===== src/rtl/seven_segment8_pkg.sv =====
// Shared definitions for the seven_segment8 display driver and its decoder:
// glyph table, digit count and decoder FSM states.
package seven_segment8_pkg;

  localparam int DIGITS = 8;

  typedef enum logic [1:0] {
    ST_IDLE     = 2'd0,
    ST_SETTLING = 2'd1,
    ST_HELD     = 2'd2
  } dec_state_e;

  // Active-low g..a pattern for each hex digit
  function automatic logic [6:0] glyph_of(input logic [3:0] nib);
    logic [6:0] g;
    case (nib)
      4'h0: g = 7'h40;
      4'h1: g = 7'h79;
      4'h2: g = 7'h24;
      4'h3: g = 7'h30;
      4'h4: g = 7'h19;
      4'h5: g = 7'h12;
      4'h6: g = 7'h02;
      4'h7: g = 7'h78;
      4'h8: g = 7'h00;
      4'h9: g = 7'h10;
      4'hA: g = 7'h08;
      4'hB: g = 7'h03;
      4'hC: g = 7'h46;
      4'hD: g = 7'h21;
      4'hE: g = 7'h06;
      4'hF: g = 7'h0E;
      default: g = 7'h7F;
    endcase
    return g;
  endfunction

  // Position of the low bit in an active-low one-hot anode word
  function automatic logic [2:0] anode_index(input logic [DIGITS-1:0] an);
    logic [2:0] idx;
    idx = 3'd0;
    for (int i = 0; i < DIGITS; i++) begin
      idx = an[i] ? idx : 3'(i);
    end
    return idx;
  endfunction

endpackage


===== src/rtl/seven_segment8_decoder_if.sv =====
// Display drive lines plus reconstructed frame outputs of the seven-segment decoder.
interface seven_segment8_decoder_if;
  logic [7:0]  segment;
  logic [7:0]  anode;
  logic [31:0] data_out;
  logic [7:0]  dp_out;
  logic        blank_out;
  logic        frame_valid;
  logic        frame_err;

  modport master (
    output segment, anode,
    input  data_out, dp_out, blank_out, frame_valid, frame_err
  );

  modport slave (
    input  segment, anode,
    output data_out, dp_out, blank_out, frame_valid, frame_err
  );
endinterface


===== src/rtl/seven_segment8_decoder_glyph_decode.sv =====
// Combinational reverse lookup of a seven-segment pattern into its hex nibble.
module seg_glyph_decode
  import seven_segment8_pkg::*;
(
  input  logic [6:0] pattern,
  output logic       valid,
  output logic [3:0] nibble
);

  // Table match; unknown patterns report invalid with a zero nibble
  always_comb begin
    valid  = 1'b1;
    nibble = 4'h0;
    case (pattern)
      glyph_of(4'h0): nibble = 4'h0;
      glyph_of(4'h1): nibble = 4'h1;
      glyph_of(4'h2): nibble = 4'h2;
      glyph_of(4'h3): nibble = 4'h3;
      glyph_of(4'h4): nibble = 4'h4;
      glyph_of(4'h5): nibble = 4'h5;
      glyph_of(4'h6): nibble = 4'h6;
      glyph_of(4'h7): nibble = 4'h7;
      glyph_of(4'h8): nibble = 4'h8;
      glyph_of(4'h9): nibble = 4'h9;
      glyph_of(4'hA): nibble = 4'hA;
      glyph_of(4'hB): nibble = 4'hB;
      glyph_of(4'hC): nibble = 4'hC;
      glyph_of(4'hD): nibble = 4'hD;
      glyph_of(4'hE): nibble = 4'hE;
      glyph_of(4'hF): nibble = 4'hF;
      default: begin
        valid  = 1'b0;
        nibble = 4'h0;
      end
    endcase
  end

endmodule


===== src/rtl/seven_segment8_decoder.sv =====
// Receiver for a multiplexed 8-digit seven-segment bus: captures each digit once
// its lines are stable and commits a full 32-bit frame, or reports a blank display.
module seven_segment8_decoder
  import seven_segment8_pkg::*;
#(
  parameter int CLK_FREQUENCY = 100_000_000,
  parameter int REFRESH_RATE  = 200,
  parameter int SETTLE_CYCLES = 16,
  parameter int BLANK_TIMEOUT = 2 * CLK_FREQUENCY / (REFRESH_RATE * 8)
) (
  input logic                     clk,
  input logic                     rst,
  seven_segment8_decoder_if.slave bus
);

  localparam int SCW = $clog2(SETTLE_CYCLES + 1);
  localparam int BCW = $clog2(BLANK_TIMEOUT + 1);
  localparam logic [SCW-1:0] SETTLE_MAX  = SCW'(SETTLE_CYCLES);
  localparam logic [SCW-1:0] SETTLE_LAST = SCW'(SETTLE_CYCLES - 1);
  localparam logic [BCW-1:0] BLANK_MAX   = BCW'(BLANK_TIMEOUT);
  localparam logic [BCW-1:0] BLANK_LAST  = BCW'(BLANK_TIMEOUT - 1);
  localparam logic [7:0]     AN_OFF      = 8'hFF;

  logic [7:0]        seg_meta_r, s_seg_r, an_meta_r, s_an_r;
  logic [15:0]       prev_r;
  logic              change_s;
  logic [SCW-1:0]    stable_cnt_r;
  logic [BCW-1:0]    blank_cnt_r;
  logic              blank_fire_s;
  dec_state_e        state_r, state_s;
  logic              capture_s;
  logic              commit_s;
  logic              one_hot_s;
  logic [2:0]        idx_s;
  logic              glyph_valid_s;
  logic [3:0]        glyph_nib_s;
  logic [31:0]       shadow_nib_r;
  logic [DIGITS-1:0] shadow_dp_r;
  logic [DIGITS-1:0] seen_r;
  logic              err_acc_r;
  logic [31:0]       data_r;
  logic [7:0]        dp_r;
  logic              blank_r, valid_r, err_r;

  assign change_s     = ({s_an_r, s_seg_r} != prev_r);
  assign blank_fire_s = (s_an_r == AN_OFF) && (blank_cnt_r == BLANK_LAST);
  assign commit_s     = (seen_r == 8'hFF);
  assign one_hot_s    = $onehot(~s_an_r);
  assign idx_s        = anode_index(s_an_r);

  seg_glyph_decode u_glyph (
    .pattern (s_seg_r[6:0]),
    .valid   (glyph_valid_s),
    .nibble  (glyph_nib_s)
  );

  // Two-flop synchronizers; idle lines read as all-off after reset
  always_ff @(posedge clk or posedge rst) begin
    if (rst) begin
      seg_meta_r <= 8'hFF;
      s_seg_r    <= 8'hFF;
      an_meta_r  <= 8'hFF;
      s_an_r     <= 8'hFF;
      prev_r     <= 16'hFFFF;
    end else begin
      seg_meta_r <= bus.segment;
      s_seg_r    <= seg_meta_r;
      an_meta_r  <= bus.anode;
      s_an_r     <= an_meta_r;
      prev_r     <= {s_an_r, s_seg_r};
    end
  end

  // Settle and blank-interval counters, both saturating
  always_ff @(posedge clk or posedge rst) begin
    if (rst) begin
      stable_cnt_r <= '0;
      blank_cnt_r  <= '0;
    end else begin
      if (change_s) begin
        stable_cnt_r <= '0;
      end else if (stable_cnt_r != SETTLE_MAX) begin
        stable_cnt_r <= stable_cnt_r + SCW'(1);
      end else begin
        stable_cnt_r <= stable_cnt_r;
      end
      if (s_an_r != AN_OFF) begin
        blank_cnt_r <= '0;
      end else if (blank_cnt_r != BLANK_MAX) begin
        blank_cnt_r <= blank_cnt_r + BCW'(1);
      end else begin
        blank_cnt_r <= blank_cnt_r;
      end
    end
  end

  // Digit tracking state register
  always_ff @(posedge clk or posedge rst) begin
    if (rst) begin
      state_r <= ST_IDLE;
    end else begin
      state_r <= state_s;
    end
  end

  // Next state; capture fires once per settled digit
  always_comb begin
    state_s   = state_r;
    capture_s = 1'b0;
    case (state_r)
      ST_IDLE: begin
        if (s_an_r != AN_OFF) begin
          state_s = ST_SETTLING;
        end else begin
          state_s = ST_IDLE;
        end
      end
      ST_SETTLING: begin
        if (change_s) begin
          state_s = (s_an_r == AN_OFF) ? ST_IDLE : ST_SETTLING;
        end else if (stable_cnt_r == SETTLE_LAST) begin
          capture_s = 1'b1;
          state_s   = ST_HELD;
        end else begin
          state_s = ST_SETTLING;
        end
      end
      ST_HELD: begin
        if (change_s) begin
          state_s = (s_an_r == AN_OFF) ? ST_IDLE : ST_SETTLING;
        end else begin
          state_s = ST_HELD;
        end
      end
      default: state_s = ST_IDLE;
    endcase
  end

  // Shadow frame: a recaptured digit simply overwrites its slot
  always_ff @(posedge clk or posedge rst) begin
    if (rst) begin
      shadow_nib_r <= 32'h0;
      shadow_dp_r  <= 8'h00;
    end else if (capture_s && one_hot_s) begin
      shadow_nib_r[4*idx_s +: 4] <= glyph_valid_s ? glyph_nib_s : 4'h0;
      shadow_dp_r[idx_s]         <= ~s_seg_r[7];
    end else begin
      shadow_nib_r <= shadow_nib_r;
      shadow_dp_r  <= shadow_dp_r;
    end
  end

  // Which digits have been seen this frame, and whether anything looked wrong
  always_ff @(posedge clk or posedge rst) begin
    if (rst) begin
      seen_r    <= 8'h00;
      err_acc_r <= 1'b0;
    end else if (commit_s || blank_fire_s) begin
      seen_r    <= 8'h00;
      err_acc_r <= 1'b0;
    end else if (capture_s && one_hot_s) begin
      seen_r[idx_s] <= 1'b1;
      err_acc_r     <= err_acc_r | ~glyph_valid_s;
    end else if (capture_s) begin
      err_acc_r <= 1'b1;
    end else begin
      seen_r    <= seen_r;
      err_acc_r <= err_acc_r;
    end
  end

  // Committed outputs; a blank commit keeps the last data and decimal points
  always_ff @(posedge clk or posedge rst) begin
    if (rst) begin
      data_r  <= 32'h0;
      dp_r    <= 8'h00;
      blank_r <= 1'b0;
      err_r   <= 1'b0;
      valid_r <= 1'b0;
    end else if (commit_s) begin
      data_r  <= shadow_nib_r;
      dp_r    <= shadow_dp_r;
      blank_r <= 1'b0;
      err_r   <= err_acc_r;
      valid_r <= 1'b1;
    end else if (blank_fire_s) begin
      blank_r <= 1'b1;
      err_r   <= 1'b0;
      valid_r <= 1'b1;
    end else begin
      valid_r <= 1'b0;
    end
  end

  assign bus.data_out    = data_r;
  assign bus.dp_out      = dp_r;
  assign bus.blank_out   = blank_r;
  assign bus.frame_valid = valid_r;
  assign bus.frame_err   = err_r;

endmodule


===== src/flat_wrapper.sv =====
// flat-port wrapper written by rule: the top's interface ports become plain ports
module seven_segment8_decoder_flat import seven_segment8_pkg::*;
#(
  parameter int CLK_FREQUENCY = 100_000_000,
  parameter int REFRESH_RATE  = 200,
  parameter int SETTLE_CYCLES = 16,
  parameter int BLANK_TIMEOUT = 2 * CLK_FREQUENCY / (REFRESH_RATE * 8)
)
  (clk, rst, bus_segment, bus_anode, bus_data_out, bus_dp_out, bus_blank_out, bus_frame_valid, bus_frame_err);
  seven_segment8_decoder_if bus_i ();
  input logic clk;
  input logic rst;
  input wire logic [$bits(bus_i.segment)-1:0] bus_segment;
  input wire logic [$bits(bus_i.anode)-1:0] bus_anode;
  output wire logic [$bits(bus_i.data_out)-1:0] bus_data_out;
  output wire logic [$bits(bus_i.dp_out)-1:0] bus_dp_out;
  output wire logic [$bits(bus_i.blank_out)-1:0] bus_blank_out;
  output wire logic [$bits(bus_i.frame_valid)-1:0] bus_frame_valid;
  output wire logic [$bits(bus_i.frame_err)-1:0] bus_frame_err;
  assign bus_i.segment = bus_segment;
  assign bus_i.anode = bus_anode;
  assign bus_data_out = bus_i.data_out;
  assign bus_dp_out = bus_i.dp_out;
  assign bus_blank_out = bus_i.blank_out;
  assign bus_frame_valid = bus_i.frame_valid;
  assign bus_frame_err = bus_i.frame_err;
  seven_segment8_decoder #(.CLK_FREQUENCY(CLK_FREQUENCY), .REFRESH_RATE(REFRESH_RATE), .SETTLE_CYCLES(SETTLE_CYCLES), .BLANK_TIMEOUT(BLANK_TIMEOUT)) u_core (.clk(clk), .rst(rst), .bus(bus_i));
endmodule

===== config.mk =====
export PLATFORM = sky130hd
export DESIGN_NAME = seven_segment8_decoder_flat
export DESIGN_NICKNAME = d
export VERILOG_FILES = /design/src/rtl/seven_segment8_pkg.sv /design/src/rtl/seven_segment8_decoder_if.sv /design/src/rtl/seven_segment8_decoder_glyph_decode.sv /design/src/rtl/seven_segment8_decoder.sv /design/src/flat_wrapper.sv
export SDC_FILE = /design/constraint.sdc
export NUM_CORES = 1
export LEC_CHECK = 0
export ABC_AREA = 1
export CAP_MARGIN = 20
export CORE_MARGIN = 5
export CORE_UTILIZATION = 45
export DETAILED_ROUTE_END_ITERATION = 12
export SETUP_SLACK_MARGIN = 0.5
export SLEW_MARGIN = 20
export SYNTH_ARGS = -nofsm -noshare
export SYNTH_HDL_FRONTEND = slang
export SYNTH_SLANG_ARGS = --single-unit

===== constraint.sdc =====
create_clock -name clk -period 6.9 [get_ports clk]
set_input_delay 1.38 -clock clk [delete_from_list [all_inputs] [get_ports clk]]
set_output_delay 1.38 -clock clk [all_outputs]
set_load 0.03 [all_outputs]

==> impl_metrics.ini, run 1 <==
[synth]
synth_area_sq_um = 7580
synth_top_area_share_pct = 38.3
yosysSeqAreaShare_pct = 54.9
syn_inst = 849
synth_seq_cells = 164
avgSynthCellArea_sq_um = 8.93
synth_fp_nets = 891
synth_warnings = 0
synth_cell_types = 34
synthTopCellsByArea = dfrtp_1 (38%), dfstp_2 (17%), nand2_1 (12%), mux2_2 (5.3%), inv_1 (5.0%)
netlist.top_cell.by_area = dfrtp_1

[clock_network]
cts_tree = yes
clk_path_buf_depth = 2
insertion_delay_ns = 0.43
cts_setup_buffers = 0
cts_root_buf = clkbuf_16
cts_resized = 0
clock_sinks = 164
clk_pin_slew_ns = 0.07
cts_hold_buffers = 0
htree_levels = 4
cts_buffers = 17

[layout]
syn2layout_area_growth_pct = 18.7
diodes = 0
fillerInstances = 1527
stdcell_count = 1146
drive_gt1_share_pct = 14.9
fin_nets = 955

[worst_setup_path]
critPathBufInv = 4
required_ns = 7.22
worstPathCellList = inv_2 > ha_1 > fa_1 > inv_1 > fa_1 > inv_1 > ha_1 > fa_1 > nor4_2 > inv_1 > nor2_2 > nand2_1 > nand2_1 > nand2_1
startpoint_type = flip-flop
critical-path-slowest-cell = nor2_2
critical_path_class = reg -> reg
slowest_delay_ns = 0.84
path_delay_family = adder cells
arrival_ns = 4.93
end_kind = flip-flop
cp_max_fo = 26

[power]
p_seq_share_pct = 48.8
combPwrFrac_pct = 5.5
leakage_nw = 4.49
power.density_nw_per_um2 = 227
ir_drop_v = 0.000155
power_frac_clock_pct = 45.7
power_switching_uw = 477
p_int_mw = 1.57
power_mw = 2.05
switching_share_pct = 23.3

[timing]
setup_tns_ns = 0
period_needed_ns = 4.61
rsz0062_at_grt = false
finalMaxSlewViolations = 0
slew_headroom_pct = 28.8
finalCritPeriodShare_pct = 66.8
whs_ns = 0.342
fin_skew_ns = 0.0207
finalHoldViolCount = 0
setup_viol = 0
fmax_ghz = 0.217
worst_slew_pin_slew_ns = 1.07

[floorplanning]
rows = 47
start_util_pct = 45.7
die_h_um = 140
ios = 61
die-area_sq_um = 19500
die_w_um = 140
core_area_sq_um = 16600

[placed_design]
hpwl_mm = 10.4
placed_cells = 1113
gp_congestion = 0.835
io_buffers = 60

[drt]
avgRoutedWirePerCell_um = 12.9
postRouteAntennaNets = 0
wl_mm = 14.8
routed-via-count = 5488
drt_pass1_iterations = 5
drt_iter0_markers = 336
route.detailed.drc = 0
detail_route.vias_per_cell = 4.79

[global_routing]
grt_overflow = 0
grt_pass1_wl_mm = 25.8
track_usage_pct = 16.1
antenna_found_initial = 0
grt_max_degree = 115
grt_pass1_vias = 5215

[status]
status = complete, no violations

[worst_hold_path]
hp-class = reg -> reg

[job]
cap_violations = 0
==> cells in the final DEF (no fill, tap or decap), types with 3 or more instances in the layout <==
| cell type | netlist | layout |
|---|---|---|
| nand2_1 | 249 | 248 |
| a21oi_1 | 17 | 17 |
| mux2_2 | 36 | 36 |
| clkdlybuf4s50_1 | 0 | 60 |
| nor4_1 | 5 | 5 |
| clkinvlp_4 | 0 | 3 |
| inv_1 | 101 | 100 |
| clkinv_2 | 0 | 3 |
| o21ai_1 | 4 | 4 |
| inv_2 | 8 | 8 |
| fa_1 | 4 | 4 |
| a211oi_1 | 4 | 4 |
| ha_1 | 20 | 20 |
| o21ai_0 | 23 | 23 |
| nor3_1 | 15 | 15 |
| nor2_4 | 3 | 3 |
| dfstp_2 | 48 | 48 |
| nor2_1 | 90 | 89 |
| nand3_1 | 52 | 52 |
| nand4_1 | 19 | 19 |
| inv_6 | 0 | 5 |
| xor2_1 | 5 | 5 |
| nor2_2 | 2 | 3 |
| dfrtp_1 | 116 | 116 |
| clkbuf_16 | 0 | 17 |
==> area by class of cell <==
| cell class | count | area [sq um] | share of cell area, % |
|---|---|---|---|
| clock inverters | 14 | 150 | 1.67 |
| well taps | 220 | 275 | 3.06 |
| clock buffers | 18 | 439 | 4.88 |
| multi-input cells | 557 | 2920 | 32.4 |
| repair buffers | 63 | 636 | 7.06 |
| flip-flops and latches | 164 | 4160 | 46.3 |
| inverters | 110 | 420 | 4.67 |
==> power groups by stage <==
stage	clock [mW]	combinational, mW	sequential [mW]
final	0.936	0.112	1.00
after global placement	0	0.113	1.02
after detailed placement	0	0.114	1.02
after CTS	0.960	0.115	1.00
after floorplan	0	0.0821	1.01
after global routing	1.01	0.132	1.00
==> cells in the mapped netlist <==
| library cell | n |
|---|---|
| buf_4 | 1 |
| nand2_4 | 1 |
| buf_2 | 6 |
| nor2_4 | 3 |
| o21ai_0 | 23 |
| nand3_1 | 52 |
| nor2_2 | 2 |
| a31oi_1 | 1 |
| inv_2 | 8 |
| xor2_1 | 5 |
| ha_1 | 20 |
| nor3b_1 | 1 |
| nand2_1 | 249 |
| mux2_2 | 36 |
| buf_1 | 2 |
| nand3_2 | 1 |
| o311ai_0 | 1 |
| nor3_1 | 15 |
| dfrtp_1 | 116 |
| and3_1 | 1 |
| nor2_1 | 90 |
| nand4_1 | 19 |
| dfstp_2 | 48 |
| fa_1 | 4 |
| a21oi_1 | 17 |
| inv_1 | 101 |
| nor4_2 | 1 |
| clkbuf_1 | 7 |
| o21a_1 | 2 |
| a211oi_1 | 4 |
| buf_6 | 2 |
| clkinv_1 | 1 |
| nor4_1 | 5 |
| o21ai_1 | 4 |
==> metrics by stage <==
step / util, % / cell area, sq um / setup WS [ns]
3_3_place_gp: 50.6 / 8390 / 2.34
4_1_cts: 54.1 / 8980 / 2.25
2_1_floorplan: - / 7580 / 1.17
6_report: 54.3 / 9000 / 2.29
5_1_grt: 54.3 / 9000 / 1.89
3_5_place_dp: 50.6 / 8390 / 2.23
==> layer usage <==
metal	share of wire (%)	GRT usage, %	routed length, um	vias up
met2	43	23.5	6390	115
li1	-	-	-	2816
met5	0	0	0	-
met4	0.91	4.18	135	0
met1	51	23.9	7630	2547
met3	4.6	4.19	678	10
==> state kept, by name, summed over array words and instances (netlist names) <==
name	cells
u_core.bus.data_out	32
u_core.shadow_nib_r	32
u_core.blank_cnt_r	17
u_core.prev_r	16
u_core.an_meta_r	8
u_core.bus.dp_out	8
u_core.s_an_r	8
u_core.s_seg_r	8
u_core.seen_r	8
u_core.seg_meta_r	8
u_core.shadow_dp_r	8
u_core.stable_cnt_r	5
u_core.state_r	2
u_core.bus.blank_out	1
u_core.bus.frame_err	1
u_core.bus.frame_valid	1
u_core.err_acc_r	1
==> worst paths after layout <==
kind,from,end,slack [ns],cells past startpoint
min in group asynchronous,rst,u_core.blank_cnt_r[12]$_DFFE_PP0P_,1.51,2
worst max register to register,u_core.s_an_r[6]$_DFF_PP1_,u_core.shadow_nib_r[6]$_DFFE_PP0P_,2.29,14
worst min register to register,u_core.seg_meta_r[5]$_DFF_PP1_,u_core.s_seg_r[5]$_DFF_PP1_,0.34,0
max in group asynchronous,rst,u_core.bus.dp_out[4]$_DFFE_PP0N_,4.25,3
worst min-delay path,u_core.seg_meta_r[5]$_DFF_PP1_,u_core.s_seg_r[5]$_DFF_PP1_,0.34,0
worst max-delay path,u_core.s_an_r[6]$_DFF_PP1_,u_core.shadow_nib_r[6]$_DFFE_PP0P_,2.29,14
==> cell families after synthesis <==
kind of cell | synth area share [%]
compound gates | 3.70
xor+xnor | 0.578
fa+ha+maj | 4.36
buf+inv | 6.68
flops | 54.9
mux | 5.35
simple gates | 24.4
No activity file was read; power rests on OpenSTA's default activity.
==> inputs of run 2 (changes only) <==
Clock period 6.9 ns to 4.28 ns, I/O delays scaled along.
==> impl_metrics.ini, run 2 (same netlist as run 1, synthesis figures left out) <==
[power]
power.density_nw_per_um2 = 355
ir_drop_v = 0.000311
leakage_nw = 4.54

[layout]
syn2layout_area_growth_pct = 22.4
final_cell_area_sq_um = 9280
seqCellArea_sq_um = 4160
multi_input_area_sq_um = 3060
mostFrequentLayoutCell = nand2_1
diodes = 0
drive_gt1_share_pct = 18.0
final_cell_mix = nand2_1 (240), dfrtp_1 (116), inv_1 (95)
fin_nets = 967
fillerInstances = 1500

[clock_network]
clock_sinks = 164
cts_tree = yes
htree_levels = 4
insertion_delay_ns = 0.43
cts_root_buf = clkbuf_16
clk_pin_slew_ns = 0.06
cts_hold_buffers = 0
clk_path_buf_depth = 2
cts_buffers = 17

[global_routing]
grt_pass1_wl_mm = 26.4
track_usage_pct = 16.5
antenna_found_initial = 0
grt_overflow = 0
grt_pass1_vias = 5427
grt_max_degree = 110

[worst_setup_path]
startpoint_type = flip-flop
crit_top_cell = fa_1
r2r_end = u_core.shadow_nib_r[1]$_DFFE_PP0P_
worstPathCellList = inv_2 > ha_4 > fa_1 > inv_1 > fa_1 > inv_1 > ha_2 > fa_1 > nor4_4 > inv_2 > nor2_4 > buf_6 > clkbuf_16 > nand4_1 > nand2_1
critical-path-slowest-cell = dfstp_2
path_delay_family = adder cells
ff2ff_setup_slack_ns = 0.61
critical_path_class = reg -> reg
cp_max_fo = 7
required_ns = 4.64
r2r_start = u_core.s_an_r[6]$_DFF_PP1_
r2r_cells = 15
end_kind = flip-flop
critPathBufInv = 6
arrival_ns = 4.03
slowest_delay_ns = 0.57

[worst_hold_path]
hold_start = u_core.an_meta_r[2]$_DFF_PP1_
min_to = u_core.s_an_r[2]$_DFF_PP1_
min_path_cells = 0
hp-class = reg -> reg

[timing]
finalHoldViolCount = 0
slew_headroom_pct = 44.8
fin_skew_ns = 0.0121
finalMaxSlewViolations = 0
rsz0062_at_grt = true
timing.final.ws_setup_ns = 0.611
setup_viol = 0
setup_tns_ns = 0
period_needed_ns = 3.67
fmax_ghz = 0.273
worst_slew_pin_slew_ns = 0.822
finalCritPeriodShare_pct = 85.7

[floorplanning]
core_area_sq_um = 16600
die_h_um = 140
rows = 47
die-area_sq_um = 19500
start_util_pct = 45.7
ios = 61
die_w_um = 140

[placed_design]
hpwl_mm = 10.4
gp_congestion = 0.846
io_buffers = 60
postPlaceCellArea_sq_um = 8450
place_ws_ns = 0.412

[drt]
drt_iter0_markers = 282
detail_route.vias_per_cell = 4.82
avgRoutedWirePerCell_um = 13.5
routed-via-count = 5583
drt_pass1_iterations = 4
postRouteAntennaNets = 0
route.detailed.drc = 0
wl_mm = 15.6

[job]
cap_violations = 0

[status]
status = complete, no violations
==> run 2: timing repair <==
action,in CTS,in global routing
gates resized for setup,4,39
endpoints found under the setup margin,33,48
cloned,0,3
pin swaps,0,13
buffers inserted,0,5
==> run 2: final cells by class <==
class | instances | share of cell area, %
Sequential cell | 164 | 44.9
Tap cell | 220 | 2.97
Multi-Input combinational cell | 557 | 33.0
Clock inverter | 2 | 0.135
Clock buffer | 30 | 6.00
Timing Repair Buffer | 75 | 8.55
Inverter | 110 | 4.49
==> run 2: stage by stage <==
step / hold WS [ns] / util, % / power (mW) / cells
4_1_cts: 0.349 / 54.5 / 3.30 / 1150
3_3_place_gp: 0.346 / 51.0 / 1.83 / 1118
5_1_grt: 0.352 / 55.9 / 3.44 / 1158
6_report: 0.350 / 55.9 / 3.29 / 1158
2_1_floorplan: 0.345 / - / 1.77 / 849
3_5_place_dp: 0.347 / 51.0 / 1.84 / 1118
==> run 2: worst max path at each step <==
stage / slack (ns) / to / depth (start not counted) / start
detailed placement: 0.41 / u_core.shadow_nib_r[9]$_DFFE_PP0P_ / 15 / u_core.s_an_r[6]$_DFF_PP1_
finish: 0.61 / u_core.shadow_nib_r[1]$_DFFE_PP0P_ / 15 / u_core.s_an_r[6]$_DFF_PP1_
global route: 0.46 / u_core.shadow_nib_r[1]$_DFFE_PP0P_ / 15 / u_core.s_an_r[6]$_DFF_PP1_
CTS: 0.50 / u_core.shadow_nib_r[1]$_DFFE_PP0P_ / 15 / u_core.s_an_r[6]$_DFF_PP1_
floorplan: 0.64 / u_core.shadow_nib_r[0]$_DFFE_PP0P_ / 15 / u_core.s_an_r[6]$_DFF_PP1_
global placement: 0.53 / u_core.shadow_nib_r[7]$_DFFE_PP0P_ / 15 / u_core.s_an_r[6]$_DFF_PP1_
==> run 2: power breakdown <==
part / switching (mW) / internal, mW / total (mW)
Combinational: 0.142 / 0.0789 / 0.221
Clock: 0.582 / 0.874 / 1.46
Sequential: 0.0178 / 1.59 / 1.61
Total: 0.742 / 2.55 / 3.29
==> run 2: metal layers <==
layer	global-route usage (%)	share of wire, %	vias to the layer above
li1	-	-	2840
met1	24.3	50	2614
met2	24.1	44	110
met3	3.88	4.9	19
met4	5.25	1.4	0
met5	0	0	-
